$ cat config.mk
export PLATFORM = sky130hd
export DESIGN_NAME = i_sram_fill_ctrl
export DESIGN_NICKNAME = d
export VERILOG_FILES = /design/src/rtl/i_sram_pkg.sv /design/src/rtl/i_sram_fetch_port.sv /design/src/rtl/i_sram_fill_ctrl.sv
export SDC_FILE = /design/constraint.sdc
export NUM_CORES = 1
export LEC_CHECK = 0
export ABC_AREA = 1
export CAP_MARGIN = 15
export CORE_AREA = 4 4 502 504
export CTS_CLUSTER_SIZE = 24
export DETAILED_ROUTE_END_ITERATION = 6
export DIE_AREA = 0 0 506 508
export HOLD_SLACK_MARGIN = 0.12
export PLACE_DENSITY = 0.34
export SYNTH_ARGS = -nofsm -noshare
export SYNTH_HDL_FRONTEND = slang
export SYNTH_SLANG_ARGS = --single-unit
$ cat constraint.sdc
create_clock -name clock -period 2.8 [get_ports clock]
set_input_delay 0.56 -clock clock [delete_from_list [all_inputs] [get_ports clock]]
set_output_delay 0.56 -clock clock [all_outputs]
set_load 0.005 [all_outputs]
$ cat src/rtl/i_sram_pkg.sv
// Shared constants and fill-state encoding for the instruction SRAM fill/fetch controller.
package i_sram_pkg;

  localparam int ADDR_W = 8;
  localparam int DEPTH  = 200;
  localparam int LINE_W = 240;
  localparam int BEAT_W = 16;
  localparam int BEATS  = 15;
  localparam int CNT_W  = 4;

  localparam logic [ADDR_W-1:0] DEPTH_A   = 8'd200;
  localparam logic [CNT_W-1:0]  LAST_BEAT = 4'd14;

  typedef enum logic [1:0] {
    FILL_IDLE    = 2'd0,
    FILL_COLLECT = 2'd1,
    FILL_WRITE   = 2'd2
  } fillState_e;

  function automatic logic addrInRange(input logic [ADDR_W-1:0] addr);
    return addr < DEPTH_A;
  endfunction

endpackage

$ cat src/rtl/i_sram_fetch_port.sv
// One fetch requester: hazard-gated accept, registered read address, rvalid/err generation.
module i_sram_fetch_port
  import i_sram_pkg::*;
(
  input  logic              clock,
  input  logic              reset_n,
  input  logic              reqValid,
  input  logic [ADDR_W-1:0] reqAddr,
  input  logic              fillBusy,
  input  logic [ADDR_W-1:0] fillAddr,
  input  logic              lineValid,
  output logic              reqReady,
  output logic              respValid,
  output logic              respErr,
  output logic [ADDR_W-1:0] readAddr
);

  logic accept;

  // Hold off only the line currently being assembled or written.
  always_comb begin
    reqReady = 1'b1;
    if (fillBusy && (reqAddr == fillAddr)) begin
      reqReady = 1'b0;
    end else begin
      reqReady = 1'b1;
    end
    accept = reqValid & reqReady;
  end

  // Response qualifiers and SRAM read address, one cycle after accept.
  always_ff @(posedge clock or negedge reset_n) begin
    if (!reset_n) begin
      respValid <= 1'b0;
      respErr   <= 1'b0;
      readAddr  <= '0;
    end else if (accept) begin
      respValid <= 1'b1;
      respErr   <= !lineValid || !addrInRange(reqAddr);
      readAddr  <= reqAddr;
    end else begin
      respValid <= 1'b0;
      respErr   <= 1'b0;
    end
  end

endmodule

$ cat src/rtl/i_sram_fill_ctrl.sv
// Instruction SRAM controller: assembles 16-bit beats into 240-bit lines, owns the write
// port, tracks per-line validity and serves two independent fetch ports.
module i_sram_fill_ctrl
  import i_sram_pkg::*;
(
  input  logic              clock,
  input  logic              reset_n,
  input  logic              fill_start,
  input  logic [ADDR_W-1:0] fill_addr,
  input  logic              fill_valid,
  input  logic [BEAT_W-1:0] fill_data,
  output logic              fill_ready,
  output logic              fill_done,
  output logic              fill_err,
  input  logic              fetch0_valid,
  input  logic [ADDR_W-1:0] fetch0_addr,
  output logic              fetch0_ready,
  output logic              fetch0_rvalid,
  output logic [LINE_W-1:0] fetch0_data,
  output logic              fetch0_err,
  input  logic              fetch1_valid,
  input  logic [ADDR_W-1:0] fetch1_addr,
  output logic              fetch1_ready,
  output logic              fetch1_rvalid,
  output logic [LINE_W-1:0] fetch1_data,
  output logic              fetch1_err,
  output logic              sram_we,
  output logic [ADDR_W-1:0] sram_waddr,
  output logic [LINE_W-1:0] sram_wdata,
  output logic [ADDR_W-1:0] sram_raddr1,
  output logic [ADDR_W-1:0] sram_raddr2,
  input  logic [LINE_W-1:0] sram_rdata1,
  input  logic [LINE_W-1:0] sram_rdata2
);

  fillState_e        fillState;
  logic [ADDR_W-1:0] fillAddrQ;
  logic [CNT_W-1:0]  beatCnt;
  logic [LINE_W-1:0] lineBuf;
  logic [LINE_W-1:0] nextLine;
  logic [7:0]        beatBase;
  logic [DEPTH-1:0]  lineValid;
  logic              fillBusy;
  logic              beatAccept;
  logic              lineValid0;
  logic              lineValid1;

  // Line buffer with the current beat merged in, so the final beat goes straight to the write bus.
  always_comb begin
    fillBusy   = (fillState != FILL_IDLE);
    beatAccept = fill_valid & fill_ready;
    beatBase   = 8'(beatCnt) * 8'(BEAT_W);
    nextLine   = lineBuf;
    nextLine[beatBase +: BEAT_W] = fill_data;
  end

  // Validity lookup is guarded so out-of-range addresses never index the bitmap.
  always_comb begin
    lineValid0 = 1'b0;
    lineValid1 = 1'b0;
    if (addrInRange(fetch0_addr)) begin
      lineValid0 = lineValid[fetch0_addr];
    end else begin
      lineValid0 = 1'b0;
    end
    if (addrInRange(fetch1_addr)) begin
      lineValid1 = lineValid[fetch1_addr];
    end else begin
      lineValid1 = 1'b0;
    end
  end

  // Fill sequencer: IDLE -> COLLECT (15 beats) -> WRITE (one SRAM write) -> IDLE.
  always_ff @(posedge clock or negedge reset_n) begin
    if (!reset_n) begin
      fillState  <= FILL_IDLE;
      fillAddrQ  <= '0;
      beatCnt    <= '0;
      lineBuf    <= '0;
      lineValid  <= '0;
      fill_ready <= 1'b0;
      fill_done  <= 1'b0;
      fill_err   <= 1'b0;
      sram_we    <= 1'b0;
      sram_waddr <= '0;
      sram_wdata <= '0;
    end else begin
      fill_done <= 1'b0;
      fill_err  <= 1'b0;
      sram_we   <= 1'b0;
      case (fillState)
        FILL_IDLE: begin
          if (fill_start && addrInRange(fill_addr)) begin
            fillAddrQ  <= fill_addr;
            beatCnt    <= '0;
            fill_ready <= 1'b1;
            fillState  <= FILL_COLLECT;
          end else if (fill_start) begin
            fill_err <= 1'b1;
          end
        end
        FILL_COLLECT: begin
          if (beatAccept) begin
            lineBuf <= nextLine;
            if (beatCnt == LAST_BEAT) begin
              fill_ready <= 1'b0;
              sram_we    <= 1'b1;
              sram_waddr <= fillAddrQ;
              sram_wdata <= nextLine;
              fillState  <= FILL_WRITE;
            end else begin
              beatCnt <= beatCnt + 4'd1;
            end
          end
        end
        FILL_WRITE: begin
          lineValid[fillAddrQ] <= 1'b1;
          fill_done            <= 1'b1;
          fillState            <= FILL_IDLE;
        end
        default: begin
          fill_ready <= 1'b0;
          fillState  <= FILL_IDLE;
        end
      endcase
    end
  end

  i_sram_fetch_port uFetch0 (
    .clock     (clock),
    .reset_n   (reset_n),
    .reqValid  (fetch0_valid),
    .reqAddr   (fetch0_addr),
    .fillBusy  (fillBusy),
    .fillAddr  (fillAddrQ),
    .lineValid (lineValid0),
    .reqReady  (fetch0_ready),
    .respValid (fetch0_rvalid),
    .respErr   (fetch0_err),
    .readAddr  (sram_raddr1)
  );

  i_sram_fetch_port uFetch1 (
    .clock     (clock),
    .reset_n   (reset_n),
    .reqValid  (fetch1_valid),
    .reqAddr   (fetch1_addr),
    .fillBusy  (fillBusy),
    .fillAddr  (fillAddrQ),
    .lineValid (lineValid1),
    .reqReady  (fetch1_ready),
    .respValid (fetch1_rvalid),
    .respErr   (fetch1_err),
    .readAddr  (sram_raddr2)
  );

  assign fetch0_data = sram_rdata1;
  assign fetch1_data = sram_rdata2;

endmodule

Word level (Yosys, flattened, before mapping)
Cells that the tools add are included.
- register bits: 726
- bits in latches: 0
- memory bits (writable): 0
- bits in read-only memories: 0
- input port bits: 526
- output and inout bits: 754
- word-level logic and storage cells: 95
- memories kept: 0
- add/sub/neg operators: 2
- $mul: 0
- divide/modulo/power cells: 0
- magnitude comparators: 7
- equal/unequal tests: 9
- shift operators: 2
- multiplexer cells: 34
- bitwise operators: 5
- reductions and logical operators: 19
- operators with widths (cell ; number):
    240-bit bitwise mux ; 1
    16-bit by 10-bit variable shift with 240-bit output (first input constant) ; 1
    16-bit by 10-bit variable part select with 240-bit output ; 1
    200-bit OR ; 1
    8-bit by 9-bit less-than comparator with 1-bit output (second input constant) ; 3
    8-bit less-than comparator (second input constant) ; 3
    1-bit 2-to-1 mux ; 21
    1-bit binary-select mux with 8-bit select ; 2
    8-bit equality test ; 2
    4-bit 2-to-1 mux ; 3
    8-bit negation with 10-bit output ; 1
    1-bit demux with 8-bit select ; 1
    8-bit by 1-bit >= comparator with 1-bit output (second input constant) ; 1
    2-bit inequality test (second input constant) ; 4
    4-bit case mux with 2 select lines ; 1
    4-bit AND reduction ; 2
    2-bit 2-to-1 mux ; 3
    3-bit AND reduction ; 2
    4-bit by 1-bit adder with 4-bit output (second input constant) ; 1
    4-bit equality test (second input constant) ; 1
    1-bit logical AND ; 4
    1-bit logical NOT ; 4
    2-bit case mux with 2 select lines ; 1
    2-bit AND reduction ; 2
    other kinds (8) ; 12

Logic depth before layout (Yosys ltp)
- depth after elaboration: 6
- mapped depth: 15
- depth with buffers taken out: 14

Modules after synthesis
Synthesis repeated with hierarchy kept, for this count alone.
- cells, all modules: 4390
- area, all modules: 36455.0 um^2
- modules (own cells, without submodules) (module ; instances ; cells an instance ; area an instance (um^2) ; sequential area each (um^2)):
    i_sram_fill_ctrl ; 1 ; 4236 ; 35273.8 ; 17666.9
    i_sram_fetch_port ; 2 ; 77 ; 590.6 ; 250.2

Least setup slack after synthesis
No wires, ideal clock.
- path type: register to register
- from: register beatCnt[0]
- to: register sram_wdata[2]
- library setup time: 134 ps
- data arrival time: 2354 ps
- data required time: 2666 ps
- path slack: 312 ps
- cell stages (with the launch flop): 11
- buffers on the path: 4
- clock period less this slack: 2488 ps
- cells stage by stage: dfrtp_1 buf_2 inv_2 clkbuf_1 ha_1 clkbuf_1 nor3_1 clkbuf_1 a21oi_1 o21ai_0 o21ai_0
- longest elaborated chain between the ends: 3
- elaborated cells on any way between the ends: 6
- those cells by class: 1 x add/sub; 1 x eq/ne; 2 x shift; 1 x mux; 1 x reduce/logical
- RTL lines (element ; line ; text):
    start, declared ; i_sram_fill_ctrl.sv:38 ; logic [CNT_W-1:0] beatCnt;
    start signal, assigned ; i_sram_fill_ctrl.sv:112 ; beatCnt <= beatCnt + 4'd1;
    8-bit negation with 10-bit output ; i_sram_fill_ctrl.sv:54 ; nextLine[beatBase +: BEAT_W] = fill_data;
    16-bit by 10-bit variable part select with 240-bit output / 16-bit by 10-bit variable shift with 240-bit output (equally long branches) ; i_sram_fill_ctrl.sv:54 ;
    240-bit bitwise mux ; i_sram_fill_ctrl.sv:54 ;
    end signal, assigned ; i_sram_fill_ctrl.sv:109 ; sram_wdata <= nextLine;
    end, declared ; i_sram_fill_ctrl.sv:29 ; output logic [LINE_W-1:0] sram_wdata,
Parallel ways exist; a longest one is shown, timed or not.
A chain may end at the register's enable or synchronous reset.

Worst setup path after layout
- from: register fillAddrQ[0]
- to: output port fetch0_ready
- longest elaborated chain between the ends: 3
- RTL lines (element ; line ; text):
    start, declared ; i_sram_fill_ctrl.sv:37 ; logic [ADDR_W-1:0] fillAddrQ;
    start signal, assigned ; i_sram_fill_ctrl.sv:94 ; fillAddrQ <= fill_addr;
    8-bit equality test ; i_sram_fetch_port.sv:23 ; if (fillBusy && (reqAddr == fillAddr)) begin
    1-bit logical AND ; i_sram_fetch_port.sv:23 ;
    1-bit 2-to-1 mux ; i_sram_fetch_port.sv:23 ;
    end, declared ; i_sram_fill_ctrl.sv:17 ; output logic fetch0_ready,
No other way between the ends.

==> reports/results.ini <==
[status]
status=finished, final reports clean

[synthesis]
netlist_area_um2=36100
synth-xor-area-share=0.00194
synth_edf_count=0
synthArstFlopShare=1.00
syn_area_per_cell_um2=8.33
synthTopCellsByCount=nand2_1 (965), dfrtp_1 (726), o21ai_0 (726), buf_4 (486), inv_1 (263)
synth-simple-area-share=0.152
synth-adder-area-share=0.00173
synth.ff_latch_count=726
synth.net_count=4865
synth-compound-area-share=0.180
ys.flop_type=dfrtp_1
synth_top_family_by_area=compound AO/OA/AOI/OAI gates
yosysMostFrequentCell=nand2_1
yosys-mux-area-fraction=0
synth_cells=4334
synth.distinct_cells=36
ys_warn_count=0
synth_top_area_frac=0.503
synth_top_cells_by_area=dfrtp_1 (50%), buf_4 (10%), o21ai_0 (10%)
yosysSeqAreaShare=0.503
synth_top_area_cell=dfrtp_1

[sta]
relSlewSlack=0.424
tightest_slew_ns=0.862
hold_viol=0
fin_crit_ns=2.74
finalClockSkew_ns=0.0607
rsz0062_at_grt=yes
setup_viol=0
slew_viol_final=0
fin_crit_sh=0.980
hold_slack_ns=0.414
finalSetupTns_ns=0
fmax_mhz=365
worst_slack_ns=0.0565

[power_and_ir_drop]
finalPower_mw=39.4
leakage_nw=18.8
power_density_nw_per_um2=882
ir_drop_mv=0.560

[final_layout]
nFillCells=28000
layout.nets=4782
stdcell_area_um2=44700
syn2layout_area_growth_pct=23.9
drive_gt1_frac=0.104
fin_util=0.180
final_cell_count_no_fill=7665

[die]
rows=183
fp.dieArea_um2=257000
die_x_um=506
start_util=0.146
die_h_um=508
ios=1280
core_um2=248000

[global_route]
overflow=0
met3_usage=0.0491
use_met1=0.165
antenna_found_initial=12
grt_usage=0.127
grt.met2_usage=0.187
grt_pass1_wl_um=237000
grt-busiest-layer=met2
grt_pass1_vias=29700
grt_start_max_net_pins=151

[worst_setup_path]
cpMostUsedCell=buf_6
slowest_stage=dfrtp_1
reg2regPathDepth=11
crit_chain=buf_6, a21oi_2, o21ai_1, nor3_1, nand4_1, buf_4, buf_6
critical_path_class=reg -> out
cp_num_buf_inv=3
crit_path_end_kind=output pin
reg2reg_slack_ns=0.27
crit_family=buffers and inverters
cpPeakStageDelay_ns=0.39
r2r_start=beatCnt[1]
reg2reg_to=lineBuf[90]
critPathArrivalTime_ns=2.18
crit_path_start_kind=register
required_ns=2.24
cp_max_fo=3

[run]
cap_violations=0

[drt]
drtIter0Drc=2676
totalWireLength_um=168000
drc=0
wire_per_inst_um=21.9
dr.pass1.iters=5
routed-via-count=29800
drtAntennaViolNets=0
vias_per_cell=3.89

[min_path]
min_path_cells=3
hold_class=in -> reg
hold_end=fill_err
worstHoldStart=fill_start

[clock_network]
clk_latency_ns=0.73
ctsLongestPathBuffers=3
htree_levels=3
clock_sinks=726
cts_tree=yes
clockRootBuffer=clkbuf_16
cts_buffers=93
path_clk_slew_ns=0.06

[placement]
placed_cells=7481
placed_cell_area_um2=41400
place.gp.congestion=0.809
io_buffers=319
hpwl_um=122000
pre_cts_slack_ns=-0.431

==> placed cells by master (no fill, tap or decap), types with 6 or more instances in the layout <==
master           netlist  routed
bufinv_16              0      11
nand3_1              246     244
buf_12                 0      60
clkbuf_1             176      26
o31ai_1                6       6
clkbuf_16              0      94
nor3_1                26      20
nor2_1                82      79
inv_1                263     259
a21oi_1              223     222
clkbuf_8               0      15
dfrtp_1              726     723
buf_4                486     195
o21ai_1              118     120
o21bai_1             107     107
o211ai_1              39      39
nor3_2                 1       6
clkdlybuf4s50_1        0     311
nand2_1              965     965
o21ai_0              726     724
xor2_1                 6       6
clkinv_2               0      16
inv_2                 10      12
nand4_1                7       7
diode_2                0       8
==> worst max-delay path by stage <==
stage,from,end,slack [ns],cells after the start
global route,fillAddrQ[0],fetch0_ready,-0.06,7
finish,fillAddrQ[0],fetch0_ready,0.06,7
CTS,fillState[1],fetch0_ready,-0.1,8
detailed placement,fetch1_addr[4],fetch1_ready,-0.43,6
floorplan,beatCnt[0],sram_wdata[2],0.31,10
global placement,fetch1_addr[4],fetch1_ready,-0.47,6
==> area by class of cell <==
| class | instances | area [um2] | share of cell area |
|---|---|---|---|
| antenna | 8 | 20.0 | 0.000448 |
| clock buffer | 135 | 2660 | 0.0594 |
| clock inverter | 36 | 569 | 0.0127 |
| inverter | 278 | 1060 | 0.0237 |
| multi-input combinational | 2578 | 12200 | 0.273 |
| sequential | 726 | 18200 | 0.407 |
| tap | 3330 | 4170 | 0.0932 |
| timing repair buffer | 574 | 5850 | 0.131 |
==> kinds of logic (layout without fill, tap and decap cells) <==
family | after synthesis | after routing
other | 0 | 8
AND/OR/NAND/NOR | 1342 | 1342
buffers and inverters | 1030 | 1023
AO/OA/AOI/OAI | 1223 | 1223
flip-flops | 726 | 726
XOR/XNOR | 8 | 8
adder cells (fa/ha/maj) | 5 | 5
==> power by group <==
group	total, mW	switching [mW]	internal, mW
Sequential	14.6	1.50	13.1
Clock	12.9	5.23	7.65
Combinational	12.0	7.74	4.24
Total	39.4	14.5	25.0
==> worst reg2reg max path, stage by stage, from the launching register on <==
cell	delay (ns)
dfrtp_1	0.42
inv_1	0.14
ha_1	0.21
or2_1	0.26
nand2_4	0.12
inv_2	0.09
nor3_4	0.22
inv_2	0.12
nor2_8	0.33
inv_2	0.13
o21ai_1	0.29
o21ai_0	0.13
==> layer usage <==
| metal | wire [um] | share of wire |
|---|---|---|
| met4 | 8020 | 0.048 |
| met5 | 159 | 0.00095 |
| met1 | 72500 | 0.43 |
| met2 | 70900 | 0.42 |
| met3 | 16500 | 0.098 |
==> state kept, by name, summed over array words and instances, names as in the netlist <==
name / count
sram_waddr: 8
uFetch1.respValid: 1
uFetch0.readAddr: 8
fill_ready: 1
fill_err: 1
uFetch0.respValid: 1
sram_wdata: 240
lineValid: 200
uFetch0.respErr: 1
lineBuf: 240
sram_we: 1
uFetch1.respErr: 1
uFetch1.readAddr: 8
fillState: 2
fill_done: 1
beatCnt: 4
fillAddrQ: 8
==> what timing repair did <==
action                                 CTS  global route
pin swaps                                5             2
gates resized for setup                 25             4
setup buffers                            5             0
setup endpoints to repair                4             4
endpoints found under the hold margin   25             0
hold buffers                             1             0
Power figures use the tool's default switching activity.
